<file path="src/rtl/pzcorebus_request_arbiter.sv">
// rtl/pzcorebus_request_arbiter.sv - round-robin command arbiter with in-order write-data routing
module pzcorebus_request_arbiter #(
  parameter int REQUESTERS    = 2,
  parameter int COMMAND_WIDTH = 64,
  parameter int DATA_WIDTH    = 128,
  parameter int ORDER_DEPTH   = 4
) (
  input  logic                                i_clk,
  input  logic                                i_rst,
  input  logic [REQUESTERS-1:0]               i_mcmd_valid,
  output logic [REQUESTERS-1:0]               o_scmd_accept,
  input  logic [REQUESTERS*COMMAND_WIDTH-1:0] i_mcmd,
  input  logic [REQUESTERS-1:0]               i_mcmd_with_data,
  input  logic [REQUESTERS-1:0]               i_mdata_valid,
  output logic [REQUESTERS-1:0]               o_sdata_accept,
  input  logic [REQUESTERS*DATA_WIDTH-1:0]    i_mdata,
  input  logic [REQUESTERS-1:0]               i_mdata_last,
  output logic                                o_mcmd_valid,
  input  logic                                i_scmd_accept,
  output logic [COMMAND_WIDTH-1:0]            o_mcmd,
  output logic                                o_mcmd_with_data,
  output logic                                o_mdata_valid,
  input  logic                                i_sdata_accept,
  output logic [DATA_WIDTH-1:0]               o_mdata,
  output logic                                o_mdata_last,
  output logic                                o_order_full
);

  localparam int IW   = (REQUESTERS > 1) ? $clog2(REQUESTERS) : 1;
  localparam int PW   = (ORDER_DEPTH > 1) ? $clog2(ORDER_DEPTH) : 1;
  localparam int CNTW = $clog2(ORDER_DEPTH + 1);

  logic [IW-1:0]   prio_q, prio_d;
  logic            lock_q, lock_d;
  logic [IW-1:0]   lock_idx_q, lock_idx_d;
  logic [IW-1:0]   order_q [ORDER_DEPTH];
  logic [PW-1:0]   wr_ptr_q, wr_ptr_d;
  logic [PW-1:0]   rd_ptr_q, rd_ptr_d;
  logic [CNTW-1:0] count_q, count_d;

  logic                  order_full;
  logic                  order_empty;
  logic [REQUESTERS-1:0] eligible;
  logic                  any_eligible;
  logic [IW-1:0]         winner;
  logic [IW-1:0]         grant;
  logic [IW-1:0]         head;
  logic                  cmd_valid;
  logic                  cmd_hs;
  logic                  push;
  logic                  pop;

  // Eligibility looks only at the registered count, so a same-cycle pop never frees a slot early.
  assign order_full  = (count_q == CNTW'(ORDER_DEPTH));
  assign order_empty = (count_q == '0);
  assign eligible    = i_mcmd_valid & ~(i_mcmd_with_data & {REQUESTERS{order_full}});
  assign head        = order_q[rd_ptr_q];

  always_comb begin
    logic [IW:0] sum;
    sum          = '0;
    winner       = prio_q;
    any_eligible = 1'b0;
    // Walk from the farthest slot back to P so the closest eligible requester wins last.
    for (int i = REQUESTERS - 1; i >= 0; i--) begin
      sum = {1'b0, prio_q} + (IW + 1)'(i);
      if (sum >= (IW + 1)'(REQUESTERS)) begin
        sum = sum - (IW + 1)'(REQUESTERS);
      end
      if (eligible[sum[IW-1:0]]) begin
        winner       = sum[IW-1:0];
        any_eligible = 1'b1;
      end
    end
  end

  assign grant     = lock_q ? lock_idx_q : winner;
  assign cmd_valid = lock_q | any_eligible;

  assign o_mcmd_valid     = cmd_valid & ~i_rst;
  assign o_mcmd           = i_mcmd[int'(grant)*COMMAND_WIDTH +: COMMAND_WIDTH];
  assign o_mcmd_with_data = i_mcmd_with_data[grant];
  assign o_mdata_valid    = ~order_empty & i_mdata_valid[head] & ~i_rst;
  assign o_mdata          = i_mdata[int'(head)*DATA_WIDTH +: DATA_WIDTH];
  assign o_mdata_last     = i_mdata_last[head];
  assign o_order_full     = order_full & ~i_rst;

  always_comb begin
    o_scmd_accept  = '0;
    o_sdata_accept = '0;
    if (!i_rst && cmd_valid) begin
      o_scmd_accept[grant] = i_scmd_accept;
    end
    if (!i_rst && !order_empty) begin
      o_sdata_accept[head] = i_sdata_accept;
    end
  end

  assign cmd_hs = o_mcmd_valid & i_scmd_accept;
  assign push   = cmd_hs & o_mcmd_with_data;
  assign pop    = o_mdata_valid & i_sdata_accept & o_mdata_last;

  always_comb begin
    prio_d     = prio_q;
    lock_d     = lock_q;
    lock_idx_d = lock_idx_q;
    if (cmd_hs) begin
      lock_d = 1'b0;
      prio_d = (grant == IW'(REQUESTERS - 1)) ? '0 : grant + 1'b1;
    end else if (o_mcmd_valid) begin
      lock_d     = 1'b1;
      lock_idx_d = grant;
    end
  end

  always_comb begin
    wr_ptr_d = wr_ptr_q;
    rd_ptr_d = rd_ptr_q;
    count_d  = count_q;
    if (push) begin
      wr_ptr_d = (wr_ptr_q == PW'(ORDER_DEPTH - 1)) ? '0 : wr_ptr_q + 1'b1;
    end
    if (pop) begin
      rd_ptr_d = (rd_ptr_q == PW'(ORDER_DEPTH - 1)) ? '0 : rd_ptr_q + 1'b1;
    end
    case ({push, pop})
      2'b10:   count_d = count_q + 1'b1;
      2'b01:   count_d = count_q - 1'b1;
      default: count_d = count_q;
    endcase
  end

  always_ff @(posedge i_clk or posedge i_rst) begin
    if (i_rst) begin
      prio_q     <= '0;
      lock_q     <= 1'b0;
      lock_idx_q <= '0;
      wr_ptr_q   <= '0;
      rd_ptr_q   <= '0;
      count_q    <= '0;
    end else begin
      prio_q     <= prio_d;
      lock_q     <= lock_d;
      lock_idx_q <= lock_idx_d;
      wr_ptr_q   <= wr_ptr_d;
      rd_ptr_q   <= rd_ptr_d;
      count_q    <= count_d;
    end
  end

  always_ff @(posedge i_clk) begin
    if (push) begin
      order_q[wr_ptr_q] <= grant;
    end
  end

  assert property (@(posedge i_clk) disable iff (i_rst) !(push && order_full && !pop));

endmodule
</file>
<file path="config.mk">
export PLATFORM = sky130hd
export DESIGN_NAME = pzcorebus_request_arbiter
export DESIGN_NICKNAME = d
export VERILOG_FILES = /design/src/rtl/pzcorebus_request_arbiter.sv
export SDC_FILE = /design/constraint.sdc
export NUM_CORES = 1
export LEC_CHECK = 0
export CORE_AREA = 2 2 235 237
export CTS_CLUSTER_SIZE = 14
export DETAILED_ROUTE_END_ITERATION = 10
export DIE_AREA = 0 0 237 239
export SLEW_MARGIN = 20
export SYNTH_ARGS = -nofsm -noshare
export SYNTH_HDL_FRONTEND = slang
export SYNTH_SLANG_ARGS = --single-unit
</file>
<file path="constraint.sdc">
create_clock -name i_clk -period 2.87 [get_ports i_clk]
set_input_delay 0.574 -clock i_clk [delete_from_list [all_inputs] [get_ports i_clk]]
set_output_delay 0.574 -clock i_clk [all_outputs]
set_load 0.05 [all_outputs]
</file>
After elaboration in Yosys (flattened, before gate mapping)
Memories as Yosys holds them, arrays and structs flattened.
Index checks and enable logic that the tools add are counted.
Widths: inputs -> output; s select.

word-level totals
  register bits after elaboration = 10
  memory bits (writable) = 4
  bits of input ports = 396
  output and inout port bits = 201
  word-level logic and storage cells = 88
  memories = 1

operators by class
  add/sub/neg operators = 8
  magnitude comparators = 8
  equality and inequality tests = 5
  shifts and indexed selects = 2
  multiplexer cells = 31
  bitwise logic cells = 17
  reductions and logical operators = 10

memories
  memory   depth  width  read ports  clocked after Yosys merged registers in  wr ports  RTL line  RTL
  order_q  4      1      1           0                                        1         36        logic [IW-1:0] order_q [ORDER_DEPTH];

operator list
  cell                 count
  $shiftx 256x9->128   1
  $shiftx 128x8->64    1
  $mux 1               24
  $and 1x1->1          8
  $and 2x2->2          4
  $lt 1x2->1 const B   4
  $mux 2               4
  $eq 2x2->1 const B   3
  $pmux 3 s2           1
  $add 2x1->2 const B  2
  $logic_and 1x1->1    4
  $reduce_bool 2->1    2
  $add 3x1->3 const B  1
  $eq 3x3->1 const B   1
  $logic_not 3->1      1
  $not 1->1            3
  $sub 3x1->3 const B  1
  $add 1x1->2 const B  1
  $demux 1 s1          2
  $eq 2x1->1 const B   1
  $ge 1x1->1 const B   2
  $ge 1x2->1 const B   1
  $ge 2x2->1 const B   1
  $logic_not 1->1      2
  other kinds (5)      6

Depth between registers and ports, before layout
Gate-level depths: netlist of run 1.

  depth after elaboration = 15
  mapped depth = 12

Worst setup path after synthesis of run 1
OpenSTA, ideal clock, no wires.

  path type = register to output
  start point = reg rd_ptr_q[0]
  end point = out o_mdata_valid
  arrival time = 2.531 ns
  data required time = 2.296 ns
  setup slack = -0.235 ns
  stages on the path, launching flop included = 7
  cells stage by stage = dfrtp_1 mux4_2 buf_2 buf_2 buf_2 mux2i_1 nor3_1

on the way
  word-level cells in the longest chain between the ends = 5

RTL lines
  item                                       RTL line  RTL
  from (decl)                                38        logic [PW-1:0] rd_ptr_q, rd_ptr_d;
  from (signal assigned)                     146       rd_ptr_q <= rd_ptr_d;
  $mem_v2 4x1                                -
  $mux 1 (implied by the code) (2 in a row)  83        assign o_mdata_valid = ~order_empty & i_mdata_valid[head] & ~i_rst;
  $and 1x1->1 (2 in a row)                   83
  to (decl)                                  22        output logic o_mdata_valid,

Every way passes these cells. The select of a mux whose other input is x is not followed.

Final worst setup path of run 1
  start point = reg rd_ptr_q[0]
  end point = out o_mdata[41]

on the way
  word-level cells in the longest chain between the ends = 2

RTL lines
  item                RTL line  RTL
  $mem_v2 4x1         -
  $shiftx 256x9->128  84        assign o_mdata = i_mdata[int'(head)*DATA_WIDTH +: DATA_WIDTH];
  to (decl)           24        output logic [DATA_WIDTH-1:0] o_mdata,

Every way passes these cells.

==> flow_summary.toml, run 1 <==
[clock_network]
insertion_delay_ns = 0.24
postCtsHoldBufs = 0
clk_path_buf_depth = 2
cts_tree = "built"
cts-root-buf = "clkbuf_16"
cts_made_buffers = 3
clk_pin_slew_ns = 0.04
clock_sinks = 14
htree_levels = 1

[die]
die_w_um = 237
core-area_um2 = 54300
die_area_um2 = 56600
rows = 86
initial_core_util_pct = 5.97
ioPinCount = 597
die_y_um = 239

[routing]
firstDrtPassIters = 4
wirelength_mm = 37.0
vias = 5665
drt_iter0_drc = 146
viasPerCell = 3.23
postRouteAntennaNets = 0
drc = 0
wire_per_inst_um = 21.1

[yosys]
synthCells = 432
netlist_area_um2 = 3250
synth_seq_cells = 14
yosys_warnings = 0
yosysTopAreaCellShare_pct = 46.1
synth_nets = 835
netlist_top_cells_area = "mux2_2 (46%), nand2_1 (23%), dfrtp_1 (7.7%)"
synthDistinctLibCells = 32
syn_avg_cell_area_um2 = 7.51
ys_seq_area_share_pct = 11.4
synth_edf_count = 4
synthArstFlopShare_pct = 71.4
synth-main-ff-cell = "dfrtp_1"
synth_top_cell_by_area = "mux2_2"

[global_route]
grt_usage_pct = 12.2
grt_first_pass_wirelength_mm = 47.7
antenna_found_initial = 13
met1_usage_pct = 11.6
first_global_vias = 6090
top_usage_layer = "met2"
grtUsageMet3_pct = 3.34
grt_use_met2_pct = 24.3
overflow = 0
grt_start_max_net_pins = 57

[place]
port_buffers = 596
dp.cells = 1728
dp_hpwl_mm = 31.8
finalWeightedCongestion = 0.864

[finish]
stdcell_count = 1753
nFillCells = 5705
layout_common_cells = "clkdlybuf4s50_1 (391), buf_12 (208), nand2_1 (147)"
final_common_cell = "clkdlybuf4s50_1"
synthToLayoutAreaGrowth_pct = 295
final_nets = 1448
drive_above_1_share_pct = 42.2

[status]
status = "finished clean"

[job]
max-cap-violations = 0

[sta]
fmax_mhz = 350
fin_worst_skew_ns = 0.00216
holdWs_ns = 0.479
relSlewSlack_pct = 59.4
setup_viol = 0
worstMarginPinSlew_ns = 0.600
finalHoldViolations = 0
slew_violations = 0
rsz0062_at_grt = "true"
period_needed_ns = 2.86
timing.final.crit_share_pct = 99.5

[worst_setup_path]
critPathMaxFanout = 28
startpoint_type = "register"
worstPathArrival_ns = 2.28
critPathKind = "register to output port"
reg2reg_setup_slack_ns = 0.17
end_kind = "output port"
worstPathRequired_ns = 2.30

[power_and_ir_drop]
ir_worst_vdd_mv = 0.530
leakage_nw = 5.29
power_mw = 12.1
cellPowerDensity_nw_per_um2 = 943

[hold_path]
hold_class = "register to register"
[area by class of cell]
| cell class | instances | area, um2 | area share (%) |
|---|---|---|---|
| Timing Repair Buffer | 637 | 8570 | 66.8 |
| Multi-Input combinational cell | 377 | 2850 | 22.2 |
| Tap cell | 704 | 881 | 6.87 |
| Sequential cell | 14 | 372 | 2.90 |
| Clock buffer | 3 | 75.1 | 0.585 |
| Inverter | 12 | 61.3 | 0.478 |
| Antenna cell | 5 | 12.5 | 0.0976 |
| Clock inverter | 1 | 3.75 | 0.0293 |
[metal layers]
layer / up-vias / wire length, um
li1: 2669 / -
met1: 2537 / 12100
met2: 400 / 20100
met3: 51 / 3090
met4: 8 / 1620
met5: - / 57
[stage by stage]
step / util, % / TNS [ns] / setup slack, ns / instance area [um2]
2_1_floorplan: - / 0 / 0.0786 / 3250
3_3_place_gp: 22.4 / -10.88 / -0.248 / 12200
3_5_place_dp: 22.4 / -12.99 / -0.289 / 12200
4_1_cts: 23.5 / 0 / 0.00328 / 12700
5_1_grt: 23.6 / -0.451 / -0.0436 / 12800
6_report: 23.6 / 0 / 0.0140 / 12800
[path summary, 6_finish.rpt]
path / to / start / depth (start not counted)
max in group asynchronous: count_q[1] / i_rst / 4
min in group asynchronous: lock_q / i_rst / 4
worst min-delay path: prio_q / prio_q / 1
worst max-delay path: o_mdata[41] / rd_ptr_q[0] / 6
worst min register to register: prio_q / prio_q / 1
worst max register to register: count_q[2] / rd_ptr_q[0] / 11
[worst max-delay path, stage by stage, from the launching register on]
cell     delay, ns
dfrtp_1       0.36
mux4_4        0.66
buf_12        0.18
buf_12        0.13
buf_16        0.17
mux2_4        0.35
buf_12        0.16
[synth_stat cells (all sizes together), types with 2 or more instances]
library cell / n
nand2: 195
mux2: 135
buf: 26
inv: 12
dfrtp: 10
nor2: 7
and2: 6
ha: 6
edfxtp: 4
nand3: 4
clkbuf: 3
mux2i: 3
a21o: 2
nand4bb: 2
nor2b: 2
nor3: 2
o21ai: 2
xor2: 2
[what timing repair did]
action                                  in CTS  in global routing
pin swaps                                    9                  5
cloned                                       8                  1
endpoints found under the hold margin        0                  0
setup buffers                                8                  1
resized for setup                           69                 17
endpoints found under the setup margin     155                 51
[where the power goes]
group / leakage [nW] / total, mW / internal [mW] / switching [mW]
registers: 0.155 / 0.346 / 0.282 / 0.0636
clock network: 0.0386 / 0.261 / 0.184 / 0.0770
logic: 5.09 / 11.5 / 5.43 / 6.05
total: 5.29 / 12.1 / 5.90 / 6.19
[kinds of logic after synthesis]
logic type / synth area share [%]
and+or+nand+nor: 27.4
muxes: 49.0
buffers and inverters: 5.98
DFF: 11.4
AOI/OAI and AO/OA: 2.54
adders and majority gates: 2.93
xor gates and xnor gates: 0.810
[sequential cells by signal (all words and copies together) (netlist names)]
register and cells:
lock_idx_q 1, lock_q 1, rd_ptr_q 2, wr_ptr_q 2
order_q 4, prio_q 1, count_q 3
Power figures use the tool's default switching activity.
==> run 2, diff against run 1 <==
--- a/config.mk
+++ b/config.mk
@@ -5,6 +5,7 @@
 export SDC_FILE = /design/constraint.sdc
 export NUM_CORES = 1
 export LEC_CHECK = 0
+export CAP_MARGIN = 20
 export CORE_AREA = 2 2 235 237
 export CTS_CLUSTER_SIZE = 14
 export DETAILED_ROUTE_END_ITERATION = 10
==> constraint.sdc (replaced) <==
create_clock -name i_clk -period 3.2 [get_ports i_clk]
set_input_delay 0.64 -clock i_clk [delete_from_list [all_inputs] [get_ports i_clk]]
set_output_delay 0.64 -clock i_clk [all_outputs]
set_load 0.05 [all_outputs]
==> run 2 against run 1 <==
  * Wire length down 1.3%
  * Count of clock-buffer cells in the layout unchanged
  * Register-to-register slack better by 0.22 ns
  * Sequential cell count unchanged
  * Utilization down 0.70 points
  * Clock power down 9.2%
  * Clock skew up 0.00066 ns
  * Critical path type unchanged
  * Highest routed layer unchanged
==> flow_summary.toml, run 2 (synthesis gave the netlist of run 1 again) <==
[place]
place_ws_ns = -0.00105
port_buffers = 596
finalWeightedCongestion = 0.860
dp_hpwl_mm = 31.2

[sta]
finalHoldViolations = 0
worstMarginPinSlew_ns = 0.345
setup_viol = 0
fin_worst_skew_ns = 0.00282
fmax_mhz = 317
period_needed_ns = 3.16
slew_violations = 0
relSlewSlack_pct = 76.8
finalWorstSetupSlack_ns = 0.0440
rsz0062_at_grt = "false"
timing.final.crit_share_pct = 98.6

[global_route]
antenna_found_initial = 6
grt_usage_pct = 11.2
first_global_vias = 5673
grt_first_pass_wirelength_mm = 44.9
overflow = 0
grt_start_max_net_pins = 56

[routing]
wire_per_inst_um = 21.0
postRouteAntennaNets = 0
drt_iter0_drc = 140
drc = 0
vias = 5521
wirelength_mm = 36.5
viasPerCell = 3.17
firstDrtPassIters = 4

[worst_setup_path]
crit_top_cell = "buf_12"
cp_slowest_cell = "mux4_4"
crit_path_start = "rd_ptr_q[0]"
path_buf_inv = 3
worstPathArrival_ns = 2.52
path_cells = "mux4_4 -> buf_12 -> buf_12 -> mux2_2 -> buf_12"
critPathMaxFanout = 55
startpoint_type = "register"
critPathKind = "register to output port"
end_kind = "output port"
cp_slowest_stage_delay_ns = 0.78
r2r-start = "rd_ptr_q[0]"
worstPathRequired_ns = 2.56
crit_family = "multiplexers"

[finish]
nFillCells = 5755
reg_top3 = "order_q: 4 flops, count_q: 3 flops"
layout_common_cells = "clkdlybuf4s50_1 (394), buf_12 (202), nand2_1 (191)"
drive_above_1_share_pct = 36.7
top_register = "order_q"
fin_util_pct = 22.9
synthToLayoutAreaGrowth_pct = 283
final_common_cell = "clkdlybuf4s50_1"
largest_reg_flops = 4
final_nets = 1436

[clock_network]
insertion_delay_ns = 0.24
postCtsHoldBufs = 0
clock_sinks = 14
cts-root-buf = "clkbuf_16"
cts_tree = "built"
clk_path_buf_depth = 2
cts_made_buffers = 3
htree_levels = 1
clk_pin_slew_ns = 0.05

[power_and_ir_drop]
power_mw = 10.6
power.share.switching_pct = 52.4
combPwrFrac_pct = 94.7
seq_power_share_pct = 3.0
internal_power_mw = 5.05
cellPowerDensity_nw_per_um2 = 852
pwr-share-clk_pct = 2.2
leakage_nw = 5.16
ir_worst_vdd_mv = 0.431
p_sw_mw = 5.56

[hold_path]
hold_class = "register to register"
min_from = "prio_q"

[die]
die_area_um2 = 56600
rows = 86
die_y_um = 239
die_w_um = 237
initial_core_util_pct = 5.97
core-area_um2 = 54300
ioPinCount = 597

[status]
status = "finished clean"

[job]
max-cap-violations = 0
-- run 2: final cells by class --
cell class | instances | area (um2) | share of cell area [%]
timing repair buffer | 624 | 8330 | 66.9
multi-input combinational | 377 | 2700 | 21.7
tap | 704 | 881 | 7.08
sequential | 14 | 370 | 2.98
clock buffer | 3 | 75.1 | 0.603
inverter | 12 | 71.3 | 0.573
timing repair inverter | 1 | 11.3 | 0.0905
antenna | 3 | 7.51 | 0.0603
clock inverter | 1 | 3.75 | 0.0302
-- run 2: power groups by stage --
stage	combinational (mW)	sequential (mW)	clock [mW]
2_1_floorplan	4.63	0.303	0
3_3_place_gp	9.80	0.320	0
3_5_place_dp	9.84	0.325	0
4_1_cts	9.88	0.322	0.242
5_1_grt	10.4	0.333	0.252
6_report	10.0	0.321	0.237
-- run 2: final timing paths --
kind	cells past startpoint	end	slack, ns
worst min-delay path	1	prio_q	0.48
worst min register to register	1	prio_q	0.48
min in group asynchronous	3	lock_q	0.85
worst max register to register	10	count_q[2]	0.39
worst max-delay path	5	o_mdata[16]	0.04
max in group asynchronous	3	rd_ptr_q[0]	2.20
-- run 2: repair_timing --
action,CTS,global route
buffers inserted,0,2
pin swaps,0,1
gates resized for setup,1,17
setup endpoints to repair,1,65
gates cloned,0,9
-- run 2: routing by layer --
metal | vias up | track usage [%] | wire [um]
li1 | 2644 | - | -
met1 | 2550 | 14.0 | 15300
met2 | 313 | 19.1 | 17400
met3 | 12 | 4.34 | 3600
met4 | 2 | 0.671 | 187
met5 | - | 0 | 13
-- run 2: stage by stage --
step	std cells	TNS, ns	hold WS, ns	instance area, um2
3_3_place_gp	1722	0	0.468	12100
6_report	1739	0	0.480	12400
3_5_place_dp	1722	-0.00105	0.472	12100
5_1_grt	1736	0	0.532	12400
2_1_floorplan	432	0	0.450	3250
4_1_cts	1726	0	0.482	12200
==> run 3, diff against run 2 <==
--- a/config.mk
+++ b/config.mk
@@ -7,6 +7,7 @@
 export LEC_CHECK = 0
 export CAP_MARGIN = 20
 export CORE_AREA = 2 2 235 237
+export CTS_BUF_LIST = sky130_fd_sc_hd__clkbuf_8
 export CTS_CLUSTER_SIZE = 14
 export DETAILED_ROUTE_END_ITERATION = 10
 export DIE_AREA = 0 0 237 239
==> run 3 against run 2 <==
  * Combinational power is essentially flat
  * Die area is the same
  * Fmax grew 2.4%
  * Count of clock-buffer cells in the layout is the same
  * Power shrank 0.81%
  * Global-route usage is essentially flat
  * Cell area shrank 0.24%
  * Sequential cell count is the same
  * Sequential share of layout area is essentially flat
  * Critical path type is now input port to output port
==> flow_summary.toml, run 3 (synthesis gave the netlist of run 1 again) <==
[status]
status = "finished clean"

[die]
initial_core_util_pct = 5.97
die_y_um = 239
core-area_um2 = 54300
ioPinCount = 597
die_area_um2 = 56600
rows = 86
die_w_um = 237

[sta]
finalHoldViolations = 0
worstMarginPinSlew_ns = 0.345
relSlewSlack_pct = 76.9
finalWorstSetupSlack_ns = 0.118
period_needed_ns = 3.08
rsz0062_at_grt = "false"
fmax_mhz = 325
setup_viol = 0
tns_ns = 0
fin_worst_skew_ns = 0.00315
slew_violations = 0
timing.final.crit_share_pct = 96.3

[power_and_ir_drop]
ir_worst_vdd_mv = 0.425
cellPowerDensity_nw_per_um2 = 847
power_mw = 10.5
leakage_nw = 5.16

[finish]
top_register = "order_q"
final_common_cell = "clkdlybuf4s50_1"
largest_reg_flops = 4
layout_common_cells = "clkdlybuf4s50_1 (394), buf_12 (202), nand2_1 (193)"
finalInstanceArea_um2 = 12400
reg_top3 = "order_q: 4 flops, count_q: 3 flops"
fin_util_pct = 22.8
final_nets = 1438
drive_above_1_share_pct = 36.7
synthToLayoutAreaGrowth_pct = 283
nFillCells = 5756

[worst_setup_path]
worstPathRequired_ns = 2.56
worstPathArrival_ns = 2.44
end_kind = "output port"
path_cells = "clkdlybuf4s50_1 -> nand4bb_1 -> o311ai_4 -> a31oi_4 -> buf_12 -> clkinv_16 -> buf_12 -> nand2_1 -> nand2_1 -> buf_12"
crit_top_cell = "buf_12"
startpoint_type = "input port"
cp_slowest_stage_delay_ns = 0.44
cp_slowest_cell = "clkdlybuf4s50_1"
critPathMaxFanout = 8
critPathKind = "input port to output port"

[clock_network]
clock_sinks = 14
insertion_delay_ns = 0.24
clk_path_buf_depth = 2
cts_made_buffers = 3
htree_levels = 1
cts_tree = "built"
clk_pin_slew_ns = 0.06
cts-root-buf = "clkbuf_8"

[routing]
postRouteAntennaNets = 0
drc = 0
drt_iter0_drc = 140
vias = 5544
firstDrtPassIters = 4
wire_per_inst_um = 20.9
viasPerCell = 3.19
wirelength_mm = 36.3

[global_route]
grt_usage_pct = 11.2
grt_start_max_net_pins = 56
antenna_found_initial = 6
first_global_vias = 5668
overflow = 0
grt_first_pass_wirelength_mm = 44.9

[place]
place_area_um2 = 12100
dp_hpwl_mm = 31.2
place_ws_ns = -0.00105
finalWeightedCongestion = 0.860
port_buffers = 596

[hold_path]
hold_class = "register to register"

[job]
max-cap-violations = 0
[run 3: cell type report]
class / instances / area (um2) / share of cell area (%)
antenna: 2 / 5.00 / 0.0403
timing repair inverter: 1 / 11.3 / 0.0907
clock buffer: 3 / 41.3 / 0.333
timing repair buffer: 626 / 8340 / 67.1
clock inverter: 1 / 3.75 / 0.0302
sequential: 14 / 370 / 2.98
multi-input combinational: 377 / 2700 / 21.7
tap: 704 / 881 / 7.09
inverter: 12 / 71.3 / 0.574
[run 3: report_power, final]
part / total (mW) / leakage (nW) / internal (mW) / switching, mW
registers: 0.321 / 0.156 / 0.251 / 0.0701
clock network: 0.149 / 0.0231 / 0.0849 / 0.0643
logic: 10.1 / 4.98 / 4.64 / 5.41
total: 10.5 / 5.16 / 4.98 / 5.54
[run 3: what timing repair did]
item	in CTS	in global routing
resized for setup	1	14
cloned	0	9
setup endpoints to repair	1	68
setup buffers	0	3
hold buffers	0	0
pin swaps	0	1
[run 3: routing by layer]
| layer | up-vias | global-route usage (%) | share of wire (%) | routed length (um) |
|---|---|---|---|---|
| li1 | 2650 | - | - | - |
| met1 | 2580 | 14.0 | 42 | 15300 |
| met2 | 304 | 19.1 | 47 | 17200 |
| met3 | 8 | 4.31 | 10 | 3640 |
| met4 | 2 | 0.671 | 0.46 | 168 |
| met5 | - | 0 | 0.036 | 13 |
[run 3: path summary, 6_finish.rpt]
kind | cells after the start | endpoint | start | slack [ns]
worst max-delay path | 10 | o_mcmd[17] | i_mcmd_with_data[0] | 0.12
max in group asynchronous | 3 | rd_ptr_q[0] | i_rst | 2.20
worst min-delay path | 1 | prio_q | prio_q | 0.48
min in group asynchronous | 3 | lock_q | i_rst | 0.85
worst max register to register | 11 | count_q[2] | rd_ptr_q[0] | 0.31
worst min register to register | 1 | prio_q | prio_q | 0.48
[run 3: worst max-delay path, delay by kind of cell]
kind	cells	cell delay, ns
buffers and inverters	5	1.05
AND/OR/NAND/NOR	3	0.38
AO/OA/AOI/OAI	2	0.36
[run 3: stage by stage]
step	hold slack, ns	instances
after floorplan	0.450	432
after global placement	0.468	1722
after detailed placement	0.472	1722
after CTS	0.485	1726
after global routing	0.536	1738
final	0.484	1740
